### src/rtl/mc_ctrl_pkg.sv
// Shared constants, state encoding and control-word type for the multicycle
// MIPS main controller.
package mc_ctrl_pkg;

    localparam logic [5:0] OP_RTYPE = 6'b000000;
    localparam logic [5:0] OP_LW    = 6'b100011;
    localparam logic [5:0] OP_SW    = 6'b101011;
    localparam logic [5:0] OP_BEQ   = 6'b000100;
    localparam logic [5:0] OP_J     = 6'b000010;
    localparam logic [5:0] OP_ADDI  = 6'b001000;

    localparam logic [1:0] ALUOP_ADD   = 2'b00;
    localparam logic [1:0] ALUOP_SUB   = 2'b01;
    localparam logic [1:0] ALUOP_FUNCT = 2'b10;

    localparam logic [1:0] SRCB_REGB    = 2'b00;
    localparam logic [1:0] SRCB_FOUR    = 2'b01;
    localparam logic [1:0] SRCB_IMM     = 2'b10;
    localparam logic [1:0] SRCB_IMM_SH2 = 2'b11;

    localparam logic [1:0] PCSRC_ALU    = 2'b00;
    localparam logic [1:0] PCSRC_ALUOUT = 2'b01;
    localparam logic [1:0] PCSRC_JUMP   = 2'b10;

    localparam logic [3:0] RST    = 4'd0;
    localparam logic [3:0] FETCH  = 4'd1;
    localparam logic [3:0] DECODE = 4'd2;
    localparam logic [3:0] EXEC   = 4'd3;
    localparam logic [3:0] RWB    = 4'd4;
    localparam logic [3:0] MEMADR = 4'd5;
    localparam logic [3:0] MEMRD  = 4'd6;
    localparam logic [3:0] MEMWB  = 4'd7;
    localparam logic [3:0] MEMWR  = 4'd8;
    localparam logic [3:0] BRANCH = 4'd9;
    localparam logic [3:0] JUMP   = 4'd10;
    localparam logic [3:0] ADDIEX = 4'd11;
    localparam logic [3:0] ADDIWB = 4'd12;

    typedef struct packed {
        logic       pc_write;
        logic       pc_write_cond;
        logic       i_or_d;
        logic       mem_read;
        logic       mem_write;
        logic       ir_write;
        logic       mem_to_reg;
        logic       reg_dst;
        logic       reg_write;
        logic       alu_src_a;
        logic [1:0] alu_src_b;
        logic [1:0] alu_op;
        logic [1:0] pc_src;
    } ctrl_word_t;

    function automatic logic is_legal_op(input logic [5:0] op);
        return (op == OP_RTYPE) || (op == OP_LW) || (op == OP_SW) ||
               (op == OP_BEQ) || (op == OP_J) || (op == OP_ADDI);
    endfunction

endpackage

### src/rtl/mc_ctrl_outdec.sv
// Combinational control-word decode from FSM state; IRWrite/PCWrite in FETCH
// additionally wait for mem_ready.
module mc_ctrl_outdec
    import mc_ctrl_pkg::*;
(
    input  logic [3:0]  state,
    input  logic        mem_ready,
    output ctrl_word_t  ctrl
);

    always_comb begin
        ctrl = '0;
        case (state)
            FETCH: begin
                ctrl.mem_read  = 1'b1;
                ctrl.alu_src_b = SRCB_FOUR;
                ctrl.alu_op    = ALUOP_ADD;
                ctrl.pc_src    = PCSRC_ALU;
                ctrl.ir_write  = mem_ready;
                ctrl.pc_write  = mem_ready;
            end
            DECODE: begin
                ctrl.alu_src_b = SRCB_IMM_SH2;
                ctrl.alu_op    = ALUOP_ADD;
            end
            EXEC: begin
                ctrl.alu_src_a = 1'b1;
                ctrl.alu_src_b = SRCB_REGB;
                ctrl.alu_op    = ALUOP_FUNCT;
            end
            RWB: begin
                ctrl.reg_dst   = 1'b1;
                ctrl.reg_write = 1'b1;
            end
            MEMADR, ADDIEX: begin
                ctrl.alu_src_a = 1'b1;
                ctrl.alu_src_b = SRCB_IMM;
                ctrl.alu_op    = ALUOP_ADD;
            end
            MEMRD: begin
                ctrl.mem_read = 1'b1;
                ctrl.i_or_d   = 1'b1;
            end
            MEMWB: begin
                ctrl.mem_to_reg = 1'b1;
                ctrl.reg_write  = 1'b1;
            end
            MEMWR: begin
                ctrl.mem_write = 1'b1;
                ctrl.i_or_d    = 1'b1;
            end
            BRANCH: begin
                ctrl.alu_src_a     = 1'b1;
                ctrl.alu_src_b     = SRCB_REGB;
                ctrl.alu_op        = ALUOP_SUB;
                ctrl.pc_write_cond = 1'b1;
                ctrl.pc_src        = PCSRC_ALUOUT;
            end
            JUMP: begin
                ctrl.pc_write = 1'b1;
                ctrl.pc_src   = PCSRC_JUMP;
            end
            ADDIWB: begin
                ctrl.reg_write = 1'b1;
            end
            default: ctrl = '0;
        endcase
    end

endmodule

### src/rtl/mc_main_ctrl.sv
// Main control FSM for the multicycle MIPS datapath: state sequencing,
// illegal-opcode pulse and retired-instruction counter.
//
// state  | meaning
// RST    | post-reset idle, all outputs low
// FETCH  | read instruction, PC+4 (waits on mem_ready)
// DECODE | register read, branch target into ALUOut
// EXEC   | R-type ALU operation
// RWB    | R-type register writeback
// MEMADR | lw/sw address compute
// MEMRD  | data read (waits on mem_ready)
// MEMWB  | lw register writeback
// MEMWR  | data write (waits on mem_ready)
// BRANCH | beq compare and conditional PC update
// JUMP   | jump target into PC
// ADDIEX | addi ALU operation
// ADDIWB | addi register writeback
module mc_main_ctrl
    import mc_ctrl_pkg::*;
#(
    parameter int CNT_W = 32
) (
    input  logic             clk,
    input  logic             rst_n,
    input  logic [5:0]       opcode,
    input  logic             mem_ready,
    output logic             PCWrite,
    output logic             PCWriteCond,
    output logic             IorD,
    output logic             MemRead,
    output logic             MemWrite,
    output logic             IRWrite,
    output logic             MemtoReg,
    output logic             RegDst,
    output logic             RegWrite,
    output logic             ALUSrcA,
    output logic [1:0]       ALUSrcB,
    output logic [1:0]       ALU_Op,
    output logic [1:0]       PCSrc,
    output logic             illegal_op,
    output logic [CNT_W-1:0] instr_count
);

    logic [3:0] state;
    logic [3:0] state_next;
    logic       retire;
    ctrl_word_t ctrl;

    always_ff @(posedge clk or negedge rst_n) begin
        if (!rst_n) state <= RST;
        else        state <= state_next;
    end

    always_comb begin
        state_next = state;
        case (state)
            RST:    state_next = FETCH;
            FETCH:  if (mem_ready) state_next = DECODE;
            DECODE: begin
                case (opcode)
                    OP_RTYPE:     state_next = EXEC;
                    OP_LW, OP_SW: state_next = MEMADR;
                    OP_BEQ:       state_next = BRANCH;
                    OP_J:         state_next = JUMP;
                    OP_ADDI:      state_next = ADDIEX;
                    default:      state_next = FETCH;
                endcase
            end
            EXEC:   state_next = RWB;
            MEMADR: state_next = (opcode == OP_SW) ? MEMWR : MEMRD;
            MEMRD:  if (mem_ready) state_next = MEMWB;
            MEMWR:  if (mem_ready) state_next = FETCH;
            ADDIEX: state_next = ADDIWB;
            RWB, MEMWB, BRANCH, JUMP, ADDIWB: state_next = FETCH;
            default: state_next = RST;
        endcase
    end

    mc_ctrl_outdec u_outdec (
        .state     (state),
        .mem_ready (mem_ready),
        .ctrl      (ctrl)
    );

    assign PCWrite     = ctrl.pc_write;
    assign PCWriteCond = ctrl.pc_write_cond;
    assign IorD        = ctrl.i_or_d;
    assign MemRead     = ctrl.mem_read;
    assign MemWrite    = ctrl.mem_write;
    assign IRWrite     = ctrl.ir_write;
    assign MemtoReg    = ctrl.mem_to_reg;
    assign RegDst      = ctrl.reg_dst;
    assign RegWrite    = ctrl.reg_write;
    assign ALUSrcA     = ctrl.alu_src_a;
    assign ALUSrcB     = ctrl.alu_src_b;
    assign ALU_Op      = ctrl.alu_op;
    assign PCSrc       = ctrl.pc_src;

    // A store retires only on the cycle its write is accepted.
    assign retire = (state == RWB) || (state == MEMWB) || (state == BRANCH) ||
                    (state == JUMP) || (state == ADDIWB) ||
                    ((state == MEMWR) && mem_ready);

    always_ff @(posedge clk or negedge rst_n) begin
        if (!rst_n) begin
            illegal_op  <= 1'b0;
            instr_count <= '0;
        end else begin
            illegal_op <= (state == DECODE) && !is_legal_op(opcode);
            if (retire) instr_count <= instr_count + CNT_W'(1);
        end
    end

endmodule

### config.mk
export PLATFORM = sky130hd
export DESIGN_NAME = mc_main_ctrl
export DESIGN_NICKNAME = d
export VERILOG_FILES = /design/src/rtl/mc_ctrl_pkg.sv /design/src/rtl/mc_ctrl_outdec.sv /design/src/rtl/mc_main_ctrl.sv
export SDC_FILE = /design/constraint.sdc
export NUM_CORES = 1
export LEC_CHECK = 0
export ABC_AREA = 0
export CORE_MARGIN = 8
export CORE_UTILIZATION = 48
export DETAILED_ROUTE_END_ITERATION = 8
export PLACE_DENSITY = 0.8
export SLEW_MARGIN = 40
export SYNTH_ARGS = -nofsm -noshare
export SYNTH_HDL_FRONTEND = slang
export SYNTH_SLANG_ARGS = --single-unit
### constraint.sdc
create_clock -name clk -period 2.3 [get_ports clk]
set_clock_uncertainty 0.1 [all_clocks]
set_input_delay 0.23 -clock clk [delete_from_list [all_inputs] [get_ports clk]]
set_output_delay 0.23 -clock clk [all_outputs]
set_load 0.1 [all_outputs]
Yosys cells after proc, flatten, opt, wreduce, memory -nomap -nowiden
Index checks and enable logic that the tools add are counted.
W data, S select, Z words.
{"block": "op_classes", "add_sub_neg": 1, "n_reduce_logical": 23, "muxes": 18, "n_eq_ne": 20}
{"op": "$pmux W4 S5", "count": 2}
{"op": "$add A32 B1 Y32 const B", "count": 1}
{"op": "$pmux W4 S8", "count": 1}
{"op": "$eq A4 B4 Y1 const B", "count": 5}
{"op": "$eq A4 B3 Y1 const B", "count": 4}
{"op": "$mux W4", "count": 4}
{"op": "$eq A6 B6 Y1 const B", "count": 2}
{"op": "$logic_or A1 B1 Y1", "count": 10}
{"op": "$mux W1", "count": 9}
{"op": "$eq A4 B2 Y1 const B", "count": 2}
{"op": "$reduce_or A2 Y1", "count": 4}
{"op": "$eq A6 B2 Y1 const B", "count": 1}
{"op": "$eq A6 B3 Y1 const B", "count": 1}
{"op": "$eq A6 B4 Y1 const B", "count": 1}
{"op": "$logic_not A6 Y1", "count": 1}
{"op": "$ne A2 B2 Y1 const B", "count": 3}
{"op": "$reduce_or A6 Y1", "count": 1}
{"op": "$eq A4 B1 Y1 const B", "count": 1}
{"op": "$logic_not A4 Y1", "count": 1}
{"op": "$pmux W2 S2", "count": 1}
{"op": "$reduce_or A4 Y1", "count": 1}
{"op": "$reduce_and A3 Y1", "count": 1}
{"op": "$reduce_or A3 Y1", "count": 1}
{"op": "$logic_and A1 B1 Y1", "count": 2}
{"op": "2 further kinds", "count": 2}
{"block": "totals", "register_bits": 37, "input_bits": 9}

Depth between registers and ports, before layout
Gate-level depths: netlist of run 1.
{"block": "depth", "ltp_word": 8, "depth_mapped": 7}

Modules after synthesis
A second synthesis of run 1 with hierarchy kept.
{"block": "hier_totals", "hier_cells": 254, "area_unflattened_um2": 2407.3}
{"module": "mc_main_ctrl", "n_inst": 1, "area_each_um2": 2177.1, "cells_each": 217}
{"module": "mc_ctrl_outdec", "n_inst": 1, "area_each_um2": 230.2, "cells_each": 37}

Worst setup path after synthesis of run 1
No wires, ideal clock.
{"block": "synth_path", "path_kind": "register -> output", "startpoint": "register state[0]", "endpoint": "output port MemWrite", "setup_slack_ns": -0.746, "path_stages_with_launch": 3, "n_path_buf": 1, "arrival_ns": 2.716, "path_cell_list": "dfrtp_1 clkbuf_1 nor3_1"}
{"block": "synth_via", "elab_chain_len": 2}
{"element": "start, declared", "line": "mc_main_ctrl.sv:44", "source": "logic [3:0] state;"}
{"element": "start signal, assigned", "line": "mc_main_ctrl.sv:51", "source": "else state <= state_next;"}
{"element": "$eq A4 B4 Y1", "line": "mc_ctrl_outdec.sv:13", "source": "case (state)"}
{"element": "$mux W1", "line": "mc_ctrl_outdec.sv:13"}
{"element": "end, declared", "line": "mc_main_ctrl.sv:31", "source": "output logic MemWrite,"}
No other way between the ends.

Worst setup path in the final report of run 1
{"block": "layout_path", "startpoint": "register state[0]", "endpoint": "output port PCWrite"}
{"block": "layout_via", "elab_chain_len": 2, "word_cells_on_any_way": 3}
{"element": "$eq A4 B4 Y1 or $eq A4 B1 Y1 (tied branches)", "line": "mc_ctrl_outdec.sv:13"}
{"element": "$pmux W1 S2 (*)", "line": "mc_ctrl_outdec.sv:13"}
{"element": "end, declared", "line": "mc_main_ctrl.sv:27", "source": "output logic PCWrite,"}
Mark *: on every way between the ends. The rest lies on a longest branch, timed or not.

==> results of run 1 <==
-- path summary, 6_finish.rpt --
check,startpoint,cells past startpoint,to
worst min-delay path,rst_n,2,instr_count[13]
max in group asynchronous,rst_n,2,instr_count[2]
min in group clk,instr_count[31],1,instr_count[31]
worst max-delay path,state[0],5,PCWrite
worst min register to register,instr_count[31],1,instr_count[31]
worst max register to register,state[0],6,instr_count[23]
-- logic make-up after synthesis --
kind of cell | after synthesis | synth area share, %
XOR/XNOR | 32 | 13.1
buffers and inverters | 12 | 3.22
flip-flops | 37 | 43.3
AO/OA/AOI/OAI | 28 | 9.65
AND/OR/NAND/NOR | 108 | 29.2
multiplexers | 2 | 0.994
adder cells (fa/ha/maj) | 1 | 0.585
-- layer usage --
metal,wire length (µm),track usage (%),vias to the layer above
met4,79,6.72,0
met2,2580,28.6,71
met3,383,3.68,9
met1,2130,19.5,851
li1,-,-,907
met5,0,0,-
-- critical path: stages, from the launching register on --
cell and delay, ns:
dfrtp_1 0.47, buf_4 0.22, nand2b_1 0.32, nor2_4 0.07
or2_2 0.31, buf_12 0.17
-- synthesized netlist by cell type (2+ instances only) --
cell / count
nand3_1: 11
nor2_1: 26
buf_4: 2
and3_1: 5
o2111ai_1: 2
buf_6: 2
or3_1: 4
a21oi_1: 8
inv_1: 2
nor4_2: 7
nand2_1: 16
xnor2_1: 4
xor2_1: 28
nand2b_1: 3
or2_2: 2
nor3_2: 2
dfrtp_1: 37
clkbuf_1: 5
nand4_1: 5
o21ai_0: 7
nor3_1: 16
-- registers in the layout, indices dropped and copies added, names as in the netlist --
name	cells
instr_count	32
state	4
illegal_op	1
-- metrics by stage --
stage	hold WS (ns)	area (µm²)	setup slack (ns)
after detailed placement	0.281	2900	0.181
after global routing	0.395	3030	0.0158
after CTS	0.394	3020	0.133
final	0.346	3030	0.123
after floorplan	-0.166	2180	-0.746
after global placement	0.271	2900	0.215
-- power by group --
part	switching [mW]	leakage [nW]	internal, mW
Clock	0.226	0.0585	0.354
Sequential	0.0961	0.478	0.731
Combinational	1.45	0.886	0.624
-- area by class of cell --
cell class | instances | area, µm²
Multi-Input combinational cell | 171 | 1170
Timing Repair Buffer | 67 | 723
Clock inverter | 1 | 30.0
Fill cell | 338 | 1300
Sequential cell | 37 | 943
Inverter | 2 | 7.51
Clock buffer | 7 | 86.3
Tap cell | 52 | 65.1
==> flow_metrics.tcl, run 1 <==
set metrics [dict create \
    dr.first_iter.drc_count 76 \
    nNetsFinal 294 \
    final_layout_size_suffix_gt1_share_pct 37.5 \
    slew_viol_final 0 \
    clkTransAtPathRegs_ns 0.07 \
    final_util_pct 70.0 \
    worstSkewPairLatency_ns 0.29 \
    die_height_um 82.8 \
    netlist_area_um2 2140 \
    grt-ovfl-total 0 \
    synthCells 220 \
    setup_viol 0 \
    synth.area.top_cells "dfrtp_1 43%, xor2_1 11%, nor2_1 4.6%" \
    synth.distinct_cells 47 \
    clock_path_buffers 2 \
    vias 1838 \
    root_buffer "clkbuf_8" \
    path_class "flip-flop to output port" \
    ys_warn_count 0 \
    r2r_slack_ns 0.29 \
    slew_headroom_pct 69.0 \
    cts.sinks 37 \
    wl_per_cell_um 15.4 \
    firstDrtPassIters 4 \
    viasPerCell 5.45 \
    rsz0062_at_grt "no" \
    rows 24 \
    routabilityCongestion 0.882 \
    cts_tree "done" \
    antenna_found_initial 0 \
    antenna_cells 0 \
    worstMarginPinSlew_ns 0.465 \
    numCtsBuffers 5 \
    cp-start-kind "flip-flop" \
    status "finished, final reports clean" \
    max_freq_mhz 459 \
    cts_resized 0 \
    core_region_area_um2 4320 \
    synth_nets 230 \
    arrival_ns 1.85 \
    p_leak_nw 1.42 \
    maxCapViolations 0 \
    fp.dieW_um 82.8 \
    io_buffers 57 \
    num_io_pins 58 \
    layout_commonest_cell "buf_4" \
    grt_start_max_net_pins 38 \
    cellPowerDensity_nw_per_um2 1150 \
    hold_class "primary input to async pin" \
    hpwl_um 3940 \
    synth_flop_cell "dfrtp_1" \
    ys_ff_latch 37 \
    final_cell_mix "43 x buf_4, 28 x xor2_1, 23 x dfrtp_1" \
    synth-edff-count 0 \
    finalHoldViolCount 0 \
    ant_nets 0 \
    start_util_pct 49.5 \
    yosysTopAreaCell "dfrtp_1" \
    synth_area_per_cell_um2 9.73 \
    post_cts_buffers 0 \
    vdd_drop_max_mv 1.34 \
    fin_crit_sh_pct 94.7 \
    critPathRequiredTime_ns 1.97 \
    cp-end-kind "output port" \
    crit_fanout 10 \
    synth_top_area_share_pct 43.3 \
    drt_wl_total_um 5180 \
    grt_use_total_pct 16.6 \
    ys_seq_area_share_pct 43.3 \
    grt_pass1_wl_um 8960 \
    total_power_mw 3.48 \
    drt_drc_violations_left 0 \
    cts_hold_buffers 1 \
    dpl.cell_count 328 \
    final_cells 337 \
    period_needed_ns 2.18 \
    async_flop_share_pct 100 \
    h-tree-depth 2 \
    fin_tns_setup_ns 0 \
    synthToLayoutAreaGrowth_pct 41.5 \
    grt_pass1_vias 1893 \
    dieArea_um2 6850 \
]
No activity file was read; power rests on OpenSTA's default activity.
==> run 2: changes to the inputs <==
- CORE_MARGIN: 8 -> default
==> run 2 against run 1 <==
- flip-flop and latch count unchanged
- routed wire length shrank 4.0%
- worst hold slack got worse by 0.080 ns
- worst setup slack improved by 0.024 ns
- sequential share of layout area up 0.51 points
- combinational power about the same
- largest cell class unchanged
==> flow_metrics.tcl, run 2 (synthesis results as in run 1) <==
set metrics [dict create \
    nNetsFinal 293 \
    wl_met3_um 192 \
    cp-start-kind "flip-flop" \
    fin_tns_setup_ns 0 \
    clkTransAtPathRegs_ns 0.07 \
    crit_fanout 11 \
    timing.final.ws_setup_ns 0.147 \
    start_util_pct 51.6 \
    antenna_cells 0 \
    drt_wl_total_um 4970 \
    largest_reg_flops 32 \
    cts_tree "done" \
    grt_pass1_wl_um 7790 \
    period_needed_ns 2.15 \
    slew_viol_final 0 \
    cp_num_buf_inv 2 \
    clock_path_buffers 2 \
    synthToLayoutAreaGrowth_pct 39.2 \
    dieArea_um2 4730 \
    routed-wl-met2_um 2480 \
    rr_startpoint "state[0]" \
    crit_start "state[0]" \
    cts.sinks 37 \
    vdd_drop_max_mv 1.34 \
    fp.dieW_um 68.8 \
    worstMarginPinSlew_ns 0.461 \
    grt_start_max_net_pins 38 \
    critPathRequiredTime_ns 1.97 \
    root_buffer "clkbuf_8" \
    critPathTopFamily "simple AND/OR/NAND/NOR gates" \
    path_cells "buf_4 > nand2b_1 > nor2_4 > or2_2 > buf_12" \
    p_leak_nw 1.40 \
    worstSkewPairLatency_ns 0.29 \
    numCtsBuffers 5 \
    routabilityCongestion 0.880 \
    max_freq_mhz 464 \
    cp-end-kind "output port" \
    reg_top3 "instr_count (32), state (4), illegal_op (1)" \
    layout_commonest_cell "buf_4" \
    hold_class "primary input to async pin" \
    arrival_ns 1.82 \
    h-tree-depth 2 \
    final_layout_size_suffix_gt1_share_pct 37.0 \
    fin_crit_sh_pct 93.6 \
    slew_headroom_pct 69.2 \
    num_io_pins 58 \
    dr.first_iter.drc_count 144 \
    ant_nets 0 \
    io_buffers 57 \
    antenna_found_initial 0 \
    core_region_area_um2 4140 \
    hpwl_um 3630 \
    critical-path-slowest-cell "dfrtp_1" \
    rows 23 \
    final_cell_mix "43 x buf_4, 28 x xor2_1, 23 x dfrtp_1" \
    grt-ovfl-total 0 \
    viasPerCell 5.50 \
    rsz0062_at_grt "no" \
    grt_use_total_pct 22.6 \
    firstDrtPassIters 4 \
    finalHoldViolCount 0 \
    regMostFlops "instr_count" \
    top_layer_used "met4" \
    cellPowerDensity_nw_per_um2 1130 \
    cts_resized 0 \
    grt_pass1_vias 1646 \
    maxCapViolations 0 \
    setup_viol 0 \
    pre_cts_ws_ns 0.129 \
    cpPeakStageDelay_ns 0.46 \
    path_class "flip-flop to output port" \
    met1_length_um 2230 \
    drt_drc_violations_left 0 \
    die_height_um 68.8 \
    vias 1836 \
    cts_hold_buffers 0 \
    status "finished, final reports clean" \
    wl_per_cell_um 14.9 \
    post_cts_buffers 0 \
]
-- run 2: area by class of cell --
type	instances	area (µm²)
inverter	2	7.51
clock buffer	8	90.1
fill	331	1170
multi-input combinational	171	1170
sequential	37	943
tap	50	62.6
timing repair buffer	66	703
-- run 2: metal layers --
layer  vias up  global-route usage (%)
met3         7                    4.77
met4         0                    7.65
met5         -                       0
li1        904                       -
met1       877                    28.8
met2        48                    38.0
-- run 2: power breakdown --
group	internal, mW	leakage, nW	switching [mW]
combinational	0.626	0.874	1.44
sequential	0.731	0.478	0.102
clock	0.244	0.0455	0.228
total	1.60	1.40	1.77
-- run 2: path summary, 6_finish.rpt --
| kind | end | slack, ns | depth (start not counted) |
|---|---|---|---|
| worst max-delay path | PCWrite | 0.15 | 5 |
| worst min-delay path | instr_count[5] | 0.27 | 2 |
| worst max register to register | instr_count[30] | 0.32 | 6 |
| worst min register to register | instr_count[31] | 0.38 | 1 |
| max in group asynchronous | instr_count[2] | 1.48 | 2 |
| min in group clk | instr_count[31] | 0.38 | 1 |
-- run 2: metrics by stage --
step | cell area [µm²] | utilization [%] | std cells | hold WS, ns | power (mW)
final | 2980 | 71.9 | 334 | 0.266 | 3.37
after global placement | 2890 | 69.7 | 326 | 0.359 | 2.89
after CTS | 2980 | 71.9 | 334 | 0.279 | 3.39
after global routing | 2980 | 71.9 | 334 | 0.330 | 3.51
after floorplan | 2180 | - | 220 | -0.166 | 2.30
after detailed placement | 2890 | 69.7 | 326 | 0.370 | 2.91
